==> src/rtl/led_pkg.sv <==
// Shared constants for the LED sequencer: mode encodings, bounce direction
// encodings and the speed index limit, plus a small wrap-around increment.
package led_pkg;

  localparam logic [1:0] MODE_ROT_L  = 2'd0;
  localparam logic [1:0] MODE_ROT_R  = 2'd1;
  localparam logic [1:0] MODE_BOUNCE = 2'd2;
  localparam logic [1:0] MODE_BLINK  = 2'd3;

  localparam logic DIR_LEFT  = 1'b0;
  localparam logic DIR_RIGHT = 1'b1;

  localparam logic [1:0] SPEED_MAX = 2'd3;

  // Increment a 2-bit index, returning to zero after max_val.
  function automatic logic [1:0] wrap_inc(input logic [1:0] val,
                                          input logic [1:0] max_val);
    return (val == max_val) ? 2'd0 : val + 2'd1;
  endfunction

endpackage

==> src/rtl/btn_edge.sv <==
// Rising-edge detector for a debounced, already-synchronous button level.
// History resets to 1 so a button held through reset reads as "already
// pressed" and must be released before it can register a new press.
module btn_edge (
  input  logic i_clk,
  input  logic i_reset,
  input  logic i_btn,
  output logic o_press
);

  logic btn_q;

  // Remember last cycle's button level.
  always_ff @(posedge i_clk) begin
    // NOTE: sequential state uses non-blocking assignment so every register
    // samples pre-edge values, independent of block ordering.
    if (i_reset) btn_q <= 1'b1;
    else         btn_q <= i_btn;
  end

  assign o_press = i_btn & ~btn_q;

endmodule

==> src/rtl/led_seq_ctrl.sv <==
// LED sequencer: a free-running prescaler produces step ticks whose period is
// 2^(WIDTH-speed) cycles; on each tick the LED register advances according to
// the current mode. Button presses cycle mode/speed and restart the prescaler.
module led_seq_ctrl
  import led_pkg::*;
#(
  parameter int WIDTH = 25,
  parameter int NLEDS = 4
) (
  input  logic             i_clk,
  input  logic             i_reset,
  input  logic             i_btn_mode,
  input  logic             i_btn_speed,
  output logic [NLEDS-1:0] o_led,
  output logic [1:0]       o_mode,
  output logic [1:0]       o_speed,
  output logic             o_step
);

  localparam logic [NLEDS-1:0] LED_ONE = NLEDS'(1);

  logic [WIDTH-1:0] cnt_q, cnt_d;
  logic [NLEDS-1:0] led_q, led_d;
  logic [1:0]       mode_q, mode_d;
  logic [1:0]       speed_q, speed_d;
  logic             dir_q, dir_d;
  logic             step_q, step_d;

  logic             mode_press;
  logic             speed_press;
  logic [WIDTH-1:0] tick_mask;
  logic             tick;

  btn_edge u_mode_edge (
    .i_clk   (i_clk),
    .i_reset (i_reset),
    .i_btn   (i_btn_mode),
    .o_press (mode_press)
  );

  btn_edge u_speed_edge (
    .i_clk   (i_clk),
    .i_reset (i_reset),
    .i_btn   (i_btn_speed),
    .o_press (speed_press)
  );

  // Tick when the low (WIDTH - speed) prescaler bits are all ones.
  assign tick_mask = {WIDTH{1'b1}} >> speed_q;
  assign tick      = ((cnt_q & tick_mask) == tick_mask);

  // Next-state: presses take priority over (and discard) a coincident tick.
  always_comb begin
    // NOTE: every target gets a default first, so no path can leave one
    // unassigned and infer a latch.
    cnt_d   = cnt_q + WIDTH'(1);
    led_d   = led_q;
    mode_d  = mode_q;
    speed_d = speed_q;
    dir_d   = dir_q;
    step_d  = 1'b0;

    if (mode_press || speed_press) begin
      cnt_d = '0;
      if (speed_press) speed_d = wrap_inc(speed_q, SPEED_MAX);
      if (mode_press) begin
        mode_d = wrap_inc(mode_q, MODE_BLINK);
        led_d  = (mode_d == MODE_BLINK) ? '1 : LED_ONE;
        dir_d  = DIR_LEFT;
      end
    end else if (tick) begin
      step_d = 1'b1;
      case (mode_q)
        MODE_ROT_L: led_d = {led_q[NLEDS-2:0], led_q[NLEDS-1]};
        MODE_ROT_R: led_d = {led_q[0], led_q[NLEDS-1:1]};
        MODE_BOUNCE: begin
          // At an end facing outward: reverse and move inward on this tick.
          if (dir_q == DIR_LEFT) begin
            if (led_q[NLEDS-1]) begin
              dir_d = DIR_RIGHT;
              led_d = led_q >> 1;
            end else begin
              led_d = led_q << 1;
            end
          end else begin
            if (led_q[0]) begin
              dir_d = DIR_LEFT;
              led_d = led_q << 1;
            end else begin
              led_d = led_q >> 1;
            end
          end
        end
        default: led_d = ~led_q;
      endcase
    end
  end

  // State registers; synchronous reset dominates everything.
  always_ff @(posedge i_clk) begin
    if (i_reset) begin
      cnt_q   <= '0;
      led_q   <= LED_ONE;
      mode_q  <= MODE_ROT_L;
      speed_q <= 2'd0;
      dir_q   <= DIR_LEFT;
      step_q  <= 1'b0;
    end else begin
      cnt_q   <= cnt_d;
      led_q   <= led_d;
      mode_q  <= mode_d;
      speed_q <= speed_d;
      dir_q   <= dir_d;
      step_q  <= step_d;
    end
  end

  assign o_led   = led_q;
  assign o_mode  = mode_q;
  assign o_speed = speed_q;
  assign o_step  = step_q;

endmodule

==> config.mk <==
export PLATFORM = sky130hd
export DESIGN_NAME = led_seq_ctrl
export DESIGN_NICKNAME = d
export VERILOG_FILES = /design/src/rtl/led_pkg.sv /design/src/rtl/btn_edge.sv /design/src/rtl/led_seq_ctrl.sv
export SDC_FILE = /design/constraint.sdc
export NUM_CORES = 1
export LEC_CHECK = 0
export ABC_AREA = 0
export CAP_MARGIN = 30
export CORE_MARGIN = 2
export CORE_UTILIZATION = 52
export CTS_CLUSTER_DIAMETER = 200
export DETAILED_ROUTE_END_ITERATION = 10
export GPL_TIMING_DRIVEN = 0
export PLACE_DENSITY = 0.75
export SKIP_CTS_REPAIR_TIMING = 1
export SKIP_LAST_GASP = 1
export SLEW_MARGIN = 20
export SYNTH_ARGS = -nofsm -noshare
export SYNTH_HDL_FRONTEND = slang
export SYNTH_SLANG_ARGS = --single-unit
==> constraint.sdc <==
create_clock -name i_clk -period 1.71 [get_ports i_clk]
set_input_delay 0.4275 -clock i_clk [delete_from_list [all_inputs] [get_ports i_clk]]
set_output_delay 0.4275 -clock i_clk [all_outputs]
set_load 0.01 [all_outputs]
==> flow_summary_export.csv <==
group,metric,value,unit
place,dp_hpwl,2.670,mm
hold_path,worstHoldStart,"cnt_q[0]",
clock_network,clockBufferDepth,2,
cells_and_area,syn2layout_area_growth,24.79,%
logic_synthesis,ys_top_cells_by_area,"dfxtp_1 (39%), ha_1 (5.2%), a21oi_1 (4.5%), nand2_1 (3.7%), xnor2_1 (3.2%)",
die,die_h,64.58,um
die,coreArea,3606,um^2
die,ios,13,
setup_path,cpLargestDelayFamily,"simple AND/OR/NAND/NOR gates",
logic_synthesis,syn_nets,234,
flow_run,cap_viol_max_count,0,
sta,post-route-min-period,1.687,ns
logic_synthesis,ys_seq_elements,37,
setup_path,critPathArrivalTime,1.92,ns
setup_path,worstPathCellList,"ha_4, and4_4, nand4_1, buf_6, or3_4, a21oi_2",
place,place_congestion,0.8444,
routing,drt_iter0_drc,80,
logic_synthesis,syn_inst,222,
place,preCtsSetupSlack,-0.6366,ns
sta,finalMaxSlewViolations,0,
die,rows,22,
setup_path,start_kind,"register",
clock_network,cts_tree,"done",
sta,fmaxAchievable,0.5926,GHz
logic_synthesis,yosysTopAreaCell,"dfxtp_1",
setup_path,critPathMaxStageDelay,0.39,ns
cells_and_area,diodes,0,
setup_path,timing.rr.start,"cnt_q[0]",
global_route,grt_antenna_before_repair,0,
place,dp.cells,282,
pwr,p_total,1.611,mW
sta,max_slew_margin,71.77,%
global_route,grt_start_max_net_pins,11,
logic_synthesis,yosysSeqAreaShare,38.82,%
routing,vias,1706,
global_route,grt-ovfl-total,0,
setup_path,worstSetupEndpointType,"register",
cells_and_area,drive_above_1_share,24.10,%
setup_path,path_depth,6,
routing,via_per_inst,5.744,
setup_path,rr_endpoint,"cnt_q[20]",
pwr,cellPowerDensity,676.6,nW/um^2
hold_path,hold_path_class,"register to register",
routing,wl_per_cell,13.81,um
global_route,track_usage,20.91,%
pwr,ir_drop,0.5031,mV
global_route,grt_pass1_vias,1505,
routing,drc_errors,0,
setup_path,r2r_slack,0.02,ns
die,die_w,64.58,um
clock_network,cts_buffers,5,
clock_network,cts-root-buf,"clkbuf_8",
setup_path,worstPathMaxFanout,5,
cells_and_area,final_cells,297,
routing,finalWirelength,4.103,mm
clock_network,htreeDepth,2,
setup_path,endpoint,"cnt_q[20]",
cells_and_area,layout.nets,261,
sta,hold_viol_final,0,
logic_synthesis,avgSynthCellArea,8.595,um^2
routing,ant_nets,0,
sta,setup_viol,0,
sta,fin_ws,0.02264,ns
sta,final.setup_skew,0.006493,ns
cells_and_area,final_cell_mix,"dfxtp_1 (22), a21oi_1 (16), nand2_1 (16)",
setup_path,path_buf_inv,1,
sta,fin_crit_sh,98.68,%
logic_synthesis,synth_area,1908,um^2
cells_and_area,finalCoreUtilization,66.03,%
setup_path,worstSetupPathType,"register to register",
setup_path,r2r.worst_path.cells,6,
logic_synthesis,yosysWarnings,0,
setup_path,cp_slowest_cell,"dfxtp_4",
die,initial_core_util,52.91,%
clock_network,clock_latency,0.29,ns
pwr,leakagePower,0.8324,nW
place,io_buffer_count,12,
clock_network,path_clk_slew,0.07,ns
global_route,grt_pass1_wl,6.893,mm
sta,rsz0062_at_grt,"true",
sta,tightest_slew,0.4234,ns
sta,hold_ws,0.4745,ns
die,die-area,4170,um^2
logic_synthesis,yosys.area.top_type_share,38.82,%
status,status,"finished, final reports clean",
logic_synthesis,yosysUniqueCellTypes,42,
setup_path,critPathLaunch,"cnt_q[0]",
cells_and_area,layout_commonest_cell,"dfxtp_1",
setup_path,crit_required,1.94,ns
clock_network,clock_sinks,37,
routing,dr.pass1.iters,4,
## worst min-delay path by stage
stage | endpoint | depth (start not counted)
global placement | cnt_q[0] | 1
detailed placement | cnt_q[0] | 1
floorplan | cnt_q[0] | 1
global route | cnt_q[0] | 1
CTS | cnt_q[13] | 2
finish | cnt_q[0] | 1
## final cells by class
cell class	instances	area, um^2
multi-input combinational	166	1165
tap	48	60.06
buffer	9	70.07
inverter	8	30.03
timing repair buffer	22	192.7
fill	295	1225
clock buffer	7	86.33
sequential	37	777.0
## registers in the layout, summed over array words and instances, names as in the netlist
name / count
cnt_q: 25
dir_q: 1
o_led: 4
o_mode: 2
o_speed: 2
o_step: 1
u_mode_edge.btn_q: 1
u_speed_edge.btn_q: 1
## through the flow
step                      instance area, um^2  setup TNS, ns
final                                    2381              0
after global routing                     2381        -0.3178
after CTS                                2193         -7.108
after detailed placement                 2107         -14.74
after global placement                   2107         -14.47
after floorplan                          1927              0
## routing by layer
layer / share of wire, % / vias to the layer above / global-route usage (%)
li1: - / 873 / -
met1: 49 / 797 / 28.68
met2: 47 / 31 / 32.03
met3: 3.6 / 5 / 6.771
met4: 0.80 / 0 / 4.787
met5: 0 / - / 0
## logic make-up after synthesis
| group | Yosys count | synth area share [%] |
|---|---|---|
| buffers and inverters | 19 | 4.196 |
| AO/OA/AOI/OAI | 53 | 19.02 |
| flip-flops | 37 | 38.82 |
| AND/OR/NAND/NOR | 92 | 26.56 |
| multiplexers | 2 | 1.115 |
| adder cells (fa/ha/maj) | 8 | 5.246 |
| XOR/XNOR | 11 | 5.049 |
## Yosys cell counts (all sizes together)
master   instances
nor2            16
nor2b            4
o221a            2
mux2i            1
a21boi           1
nand2b           4
nand4            8
a21oi           17
nor3             4
and4             5
and2             4
o211a            1
o2111a           1
clkbuf           9
inv              8
or4              7
o2111ai          1
nor4             3
o31ai            7
a211oi           2
xnor2            7
a311oi           4
mux2             1
a31o             1
a221o            4
o21ai            8
xor2             4
or2              2
o21a             1
ha               8
or3              5
nand3            8
a31oi            2
nand2           19
dfxtp           37
o22ai            1
and3             3
buf              2
## power breakdown
part	switching (mW)	internal (mW)	leakage (nW)
combinational	0.0600	0.0546	0.480
sequential	0.0217	0.871	0.308
clock	0.285	0.319	0.0443
total	0.366	1.24	0.832
Note: power is estimated with default switching activity, not from simulation.
==> variant 1: new RTL, same settings <==
Reset style: asynchronous (`i_reset`), changed in 2 clocked blocks. Comments in the files are not updated.
--- a/src/rtl/btn_edge.sv
+++ b/src/rtl/btn_edge.sv
@@ -11,7 +11,7 @@
   logic btn_q;
 
   // Remember last cycle's button level.
-  always_ff @(posedge i_clk) begin
+  always_ff @(posedge i_clk or posedge i_reset) begin
     // NOTE: sequential state uses non-blocking assignment so every register
     // samples pre-edge values, independent of block ordering.
     if (i_reset) btn_q <= 1'b1;
--- a/src/rtl/led_seq_ctrl.sv
+++ b/src/rtl/led_seq_ctrl.sv
@@ -97,7 +97,7 @@
   end
 
   // State registers; synchronous reset dominates everything.
-  always_ff @(posedge i_clk) begin
+  always_ff @(posedge i_clk or posedge i_reset) begin
     if (i_reset) begin
       cnt_q   <= '0;
       led_q   <= LED_ONE;
Check against the original RTL: differs if i_reset is asserted again (counterexample within 4 cycles, from zero or initial values and one cycle with i_reset high); with i_reset held inactive, the same outputs for 10 cycles.
==> variant 1 against the original RTL <==
- the run now ends with negative setup slack left
- synthesized area is 6.5% higher
- via count is 11% lower
- final area grew 0.68%
- routed wire length decreased by 8.5%
- synthesized cell count is 8.1% lower
- largest cell class unchanged
- setup slack lost 0.074 ns
- sequential share of layout area is 6.3 points higher
- sequential cell count did not move
- critical path type is now reg -> out
Power is not compared: it rests on default switching activity, and its combinational part moved more than twofold at a synthesized area within 25%.
==> variant 1: results (changes against the original RTL) <==
The largest net degree at the start of global routing is 24 (+13). The clock reaches the later pin of the worst-skew pair after 0.30 ns. The run finished, with violations left. The tools report the multi-input gate area in the final layout as 1050 µm² (-9.7%). The number of nets in the finished design was 240 (-8.0%); the top fanout value on the critical path was 8 (+3).

The fraction of final layout cells sized beyond drive strength 1 works out to 16.2% (-7.9 points). The checks that failed: negative setup slack. The wire length of the first global-routing pass came out at 6530 µm (-5.2%). The headroom to the max-slew limit was 74.4% (+2.6 points); the xor/xnor share of the synthesized area was 9.91% (+4.9 points).

The via count normalized by instance count is 5.47 (-4.7%). Ranked by instance count, the synthesized netlist is headed by 34 x sky130_fd_sc_hd__dfrtp_1, 31 x sky130_fd_sc_hd__nor2_1, 12 x sky130_fd_sc_hd__nand2_1, 12 x sky130_fd_sc_hd__xor2_1. For the summed negative setup slack over all endpoints, the log shows -0.143 ns (-0.143 ns). The antenna diode count was 0 (unchanged); the final worst setup slack was -0.0517 ns (-0.0743 ns). The total placed instance area is 2240 µm² (+6.3%). The estimated wirelength of the detail-placed design was 2630 µm (-1.6%). The slowest stage of the critical path is the sky130_fd_sc_hd__clkdlybuf4s50_1 cell. The count of flip-flops with a built-in enable after synthesis works out to 0 (unchanged).

In the post-synthesis netlist, the biggest area contributors are sky130_fd_sc_hd__dfrtp_1 42%, sky130_fd_sc_hd__nor2_1 5.7%, sky130_fd_sc_hd__ha_1 5.5%. The async set or reset register ratio after synthesis is 100% (+100 points), and the mux cell area share after synthesis is 1.05% (-0.068 points). The logs give 1398 (-7.1%) for the via count of the first global-routing pass and 145 (+81%) for the number of DRC markers in iteration 0. The logs give 217 (-7.3%) for the synthesized net count and 0.00737 ns (+0.000879 ns) for the worst clock skew.

The longest individual stage delay on the worst path was 0.58 ns (+0.19 ns); the fraction of the mapped netlist area in adder cells was 5.54% (+0.30 points). For the overall track demand over capacity in global routing, the log shows 19.8% (-1.1 points). The most instantiated flip-flop cell in the synthesis netlist was sky130_fd_sc_hd__dfrtp_1.

The number of unique standard cell types used by synthesis was 44 (+4.8%). The family with the most delay on the worst path is buffers and inverters. The routed wire length per instance was 13.6 µm (-1.5%); the data arrival time of the worst path was 1.33 ns (-0.59 ns). The count of endpoints failing setup in the final report is 4 (+4), and the synthesized-area fraction occupied by ao, oa, aoi and oai cells is 9.17% (-9.8 points). The filler cell count in the final layout came out at 313 (+6.1%). The portion of the post-synthesis area used by sequential elements is 45.8% (+6.9 points).

The global placement routability congestion was 0.798 (-5.5%). Type of the worst min-delay path: in -> async.
-- variant 1: changes by cell type after synthesis, sizes merged, moves of 6 or more --
| cell | before | now |
|---|---|---|
| a21oi | 17 | 2 |
| xor2 | 4 | 12 |
| dfrtp | 0 | 34 |
| o31ai | 7 | 0 |
| dfxtp | 37 | 0 |
| nor2 | 16 | 32 |
| nand2 | 19 | 12 |
| clkbuf | 9 | 3 |
| or4 | 7 | 0 |
-- variant 1: through the flow --
step,instances,setup slack (ns)
after global routing,276,-0.165
after CTS,273,-0.146
final,276,-0.0517
after global placement,264,-0.378
after detailed placement,265,-0.388
after floorplan,204,0.114
-- variant 1: path summary, 6_finish.rpt --
check / startpoint / endpoint / slack [ns] / depth (start not counted)
min in group i_clk: cnt_q[20] / cnt_q[20] / 0.55 / 2
max reg2reg: cnt_q[1] / o_led[0] / 0 / 6
max in group asynchronous: i_reset / o_led[0] / 0.77 / 3
max: o_led[3] / o_led[3] / -0.05 / 1
min: i_reset / cnt_q[4] / 0.42 / 2
min reg2reg: cnt_q[20] / cnt_q[20] / 0.55 / 2
-- variant 1: per-layer routing --
metal | wire, µm | vias to the layer above | part of all wire, % | GRT usage [%]
met1 | 1880 | 719 | 50 | 27.3
li1 | - | 752 | - | -
met2 | 1660 | 33 | 44 | 28.9
met5 | 0 | - | 0 | 0
met3 | 147 | 7 | 3.9 | 6.42
met4 | 70 | 0 | 1.9 | 7.65
-- variant 1: cell families (layout without fill, tap and decap cells) --
family | Yosys count | after routing
AND/OR/NAND/NOR | 90 | 90
flip-flops | 37 | 37
AO/OA/AOI/OAI | 26 | 26
XOR/XNOR | 23 | 23
buffers and inverters | 17 | 41
adder cells (fa/ha/maj) | 9 | 9
multiplexers | 2 | 2
-- variant 1: power by group --
part / leakage, µW / total [µW] / switching, µW / internal [µW]
Sequential: 0.000491 / 1090 / 126 / 960
Combinational: 0.000593 / 645 / 315 / 330
Clock: 0.0000374 / 614 / 327 / 287
Total: 0.00112 / 2340 / 768 / 1580
-- variant 1: final cells by class --
class / count / share of cell area, %
plain buffers: 5 / 1.46
clock buffers: 6 / 3.03
clock inverters: 2 / 0.626
inverters: 11 / 1.72
multi-input cells: 150 / 43.9
flip-flops and latches: 37 / 38.9
well taps: 48 / 2.51
repair buffers: 17 / 7.83
==> variant 2: new RTL, config.mk and constraints unchanged <==
Made on the original files. `WIDTH`: 25 -> 50.
--- a/src/rtl/led_seq_ctrl.sv
+++ b/src/rtl/led_seq_ctrl.sv
@@ -4,7 +4,7 @@
 module led_seq_ctrl
   import led_pkg::*;
 #(
-  parameter int WIDTH = 25,
+  parameter int WIDTH = 50,
   parameter int NLEDS = 4
 ) (
   input  logic             i_clk,
Check against the original RTL: no difference found for any inputs over 10 cycles, from zero or initial values and one cycle with i_reset high; that may be too few to reach the edited logic, so the function may still have changed.
==> variant 2 against the original RTL <==
- sequential share of layout area about the same
- total power grew 72%
- final area is 63% higher
- via count is 59% higher
- routed wire length is 69% higher
- the flow now finishes with violations (negative setup slack)
- fmax down 18%
- critical path type is now in -> reg
- sequential cell count is 25 higher
- largest cell class unchanged
- setup slack got worse by 0.37 ns
- synthesized area up 56%
==> variant 2: results (changes against the original RTL) <==
The flow ran to the end, but the final reports show violations. The checks that failed: negative setup slack. The sum of met2 wire segment lengths after detailed routing was 3450 µm (+80%). The logs give 0.00147 µW (+77%) for the static leakage and 20.5% (-0.46 points) for the overall track demand over capacity in global routing. The flip-flop count of the largest register after layout was 50 (+100%). The count of endpoints failing setup in the final report is 36 (+36), and the maximum resistive drop on vdd is 0.000519 V (+3.1%). The global placement routability congestion is 0.875 (+3.7%). Counting instances in the post-synthesis netlist gives the leading cell types as 62 x sky130_fd_sc_hd__dfxtp_1, 43 x sky130_fd_sc_hd__nor2_1, 27 x sky130_fd_sc_hd__xor2_1, 25 x sky130_fd_sc_hd__nand2_1, 22 x sky130_fd_sc_hd__nand3_1. The tools report the number of unique standard cell types used by synthesis as 38 (-9.5%). The depth of the most critical reg-to-reg path works out to 7 (+1). Number of H-tree levels: 3 (+1).

The routed wire length per instance was 14.8 µm (+6.9%); the portion of the post-synthesis area used by sequential elements was 41.7% (+2.9 points). The switching power total was 638 µW (+74%); the pre-CTS setup slack was -1.03 ns (-0.391 ns). The total placed cells including tap cells is 432 (+53%), and the actual slew at the worst max-slew pin is 0.469 ns (+0.0452 ns).

The logs give -0.352 ns (-0.375 ns) for the final worst setup slack and 53.5% (-1.9 points) for the fraction of power consumed by sequential logic. The run gives 2.28 ns (+0.36 ns) as the data arrival time of the worst path. The detailed route wirelength on metal3 is 228 µm (+56%). The instance count of the mapped netlist was 348 (+57%); the summed negative setup slack over all endpoints was -5.26 ns (-5.26 ns). Clock latency at the later pin of the worst-skew pair: 0.34 ns (+0.05 ns).

The worst register-to-register path begins at o_speed[0].
variant 2: power by group through the flow:
stage | clock network [µW] | logic, µW | registers (µW)
after global routing | 1210 | 169 | 1480
after global placement | 0 | 125 | 1510
final | 1130 | 153 | 1480
after detailed placement | 0 | 127 | 1510
after floorplan | 0 | 77.9 | 1510
after CTS | 1150 | 128 | 1480
variant 2: final cells by class:
cell class	count	area (µm²)	share of cell area, %
Clock buffer	14	163	4.18
Buffer	13	120	3.09
Inverter	6	22.5	0.579
Sequential cell	62	1270	32.7
Multi-Input combinational cell	267	1870	48.1
Clock inverter	1	5.00	0.129
Tap cell	72	90.1	2.31
Timing Repair Buffer	34	349	8.97
variant 2: critical path: stages:
cell,delay (ns)
sky130_fd_sc_hd__clkdlybuf4s50_1,0.43
sky130_fd_sc_hd__nor2b_2,0.20
sky130_fd_sc_hd__nor4_2,0.42
sky130_fd_sc_hd__and3_2,0.32
sky130_fd_sc_hd__nand2_1,0.08
sky130_fd_sc_hd__a2111o_1,0.40
variant 2: cell families after synthesis:
logic type | share of synthesized area (%)
adder cells (fa/ha/maj) | 3.36
AO/OA/AOI/OAI | 11.3
AND/OR/NAND/NOR | 30.9
buffers and inverters | 2.61
multiplexers | 0.378
flip-flops | 41.7
XOR/XNOR | 9.71
variant 2: layer usage:
| metal | global-route usage (%) | vias up |
|---|---|---|
| li1 | - | 1342 |
| met1 | 25.3 | 1297 |
| met2 | 33.8 | 55 |
| met3 | 4.52 | 14 |
| met4 | 9.48 | 0 |
| met5 | 0 | - |
variant 2: worst paths after layout:
check / to / slack (ns)
max: o_led[0] / -0.35
min: cnt_q[0] / 0.46
min reg2reg: cnt_q[0] / 0.46
max reg2reg: o_led[0] / -0.30
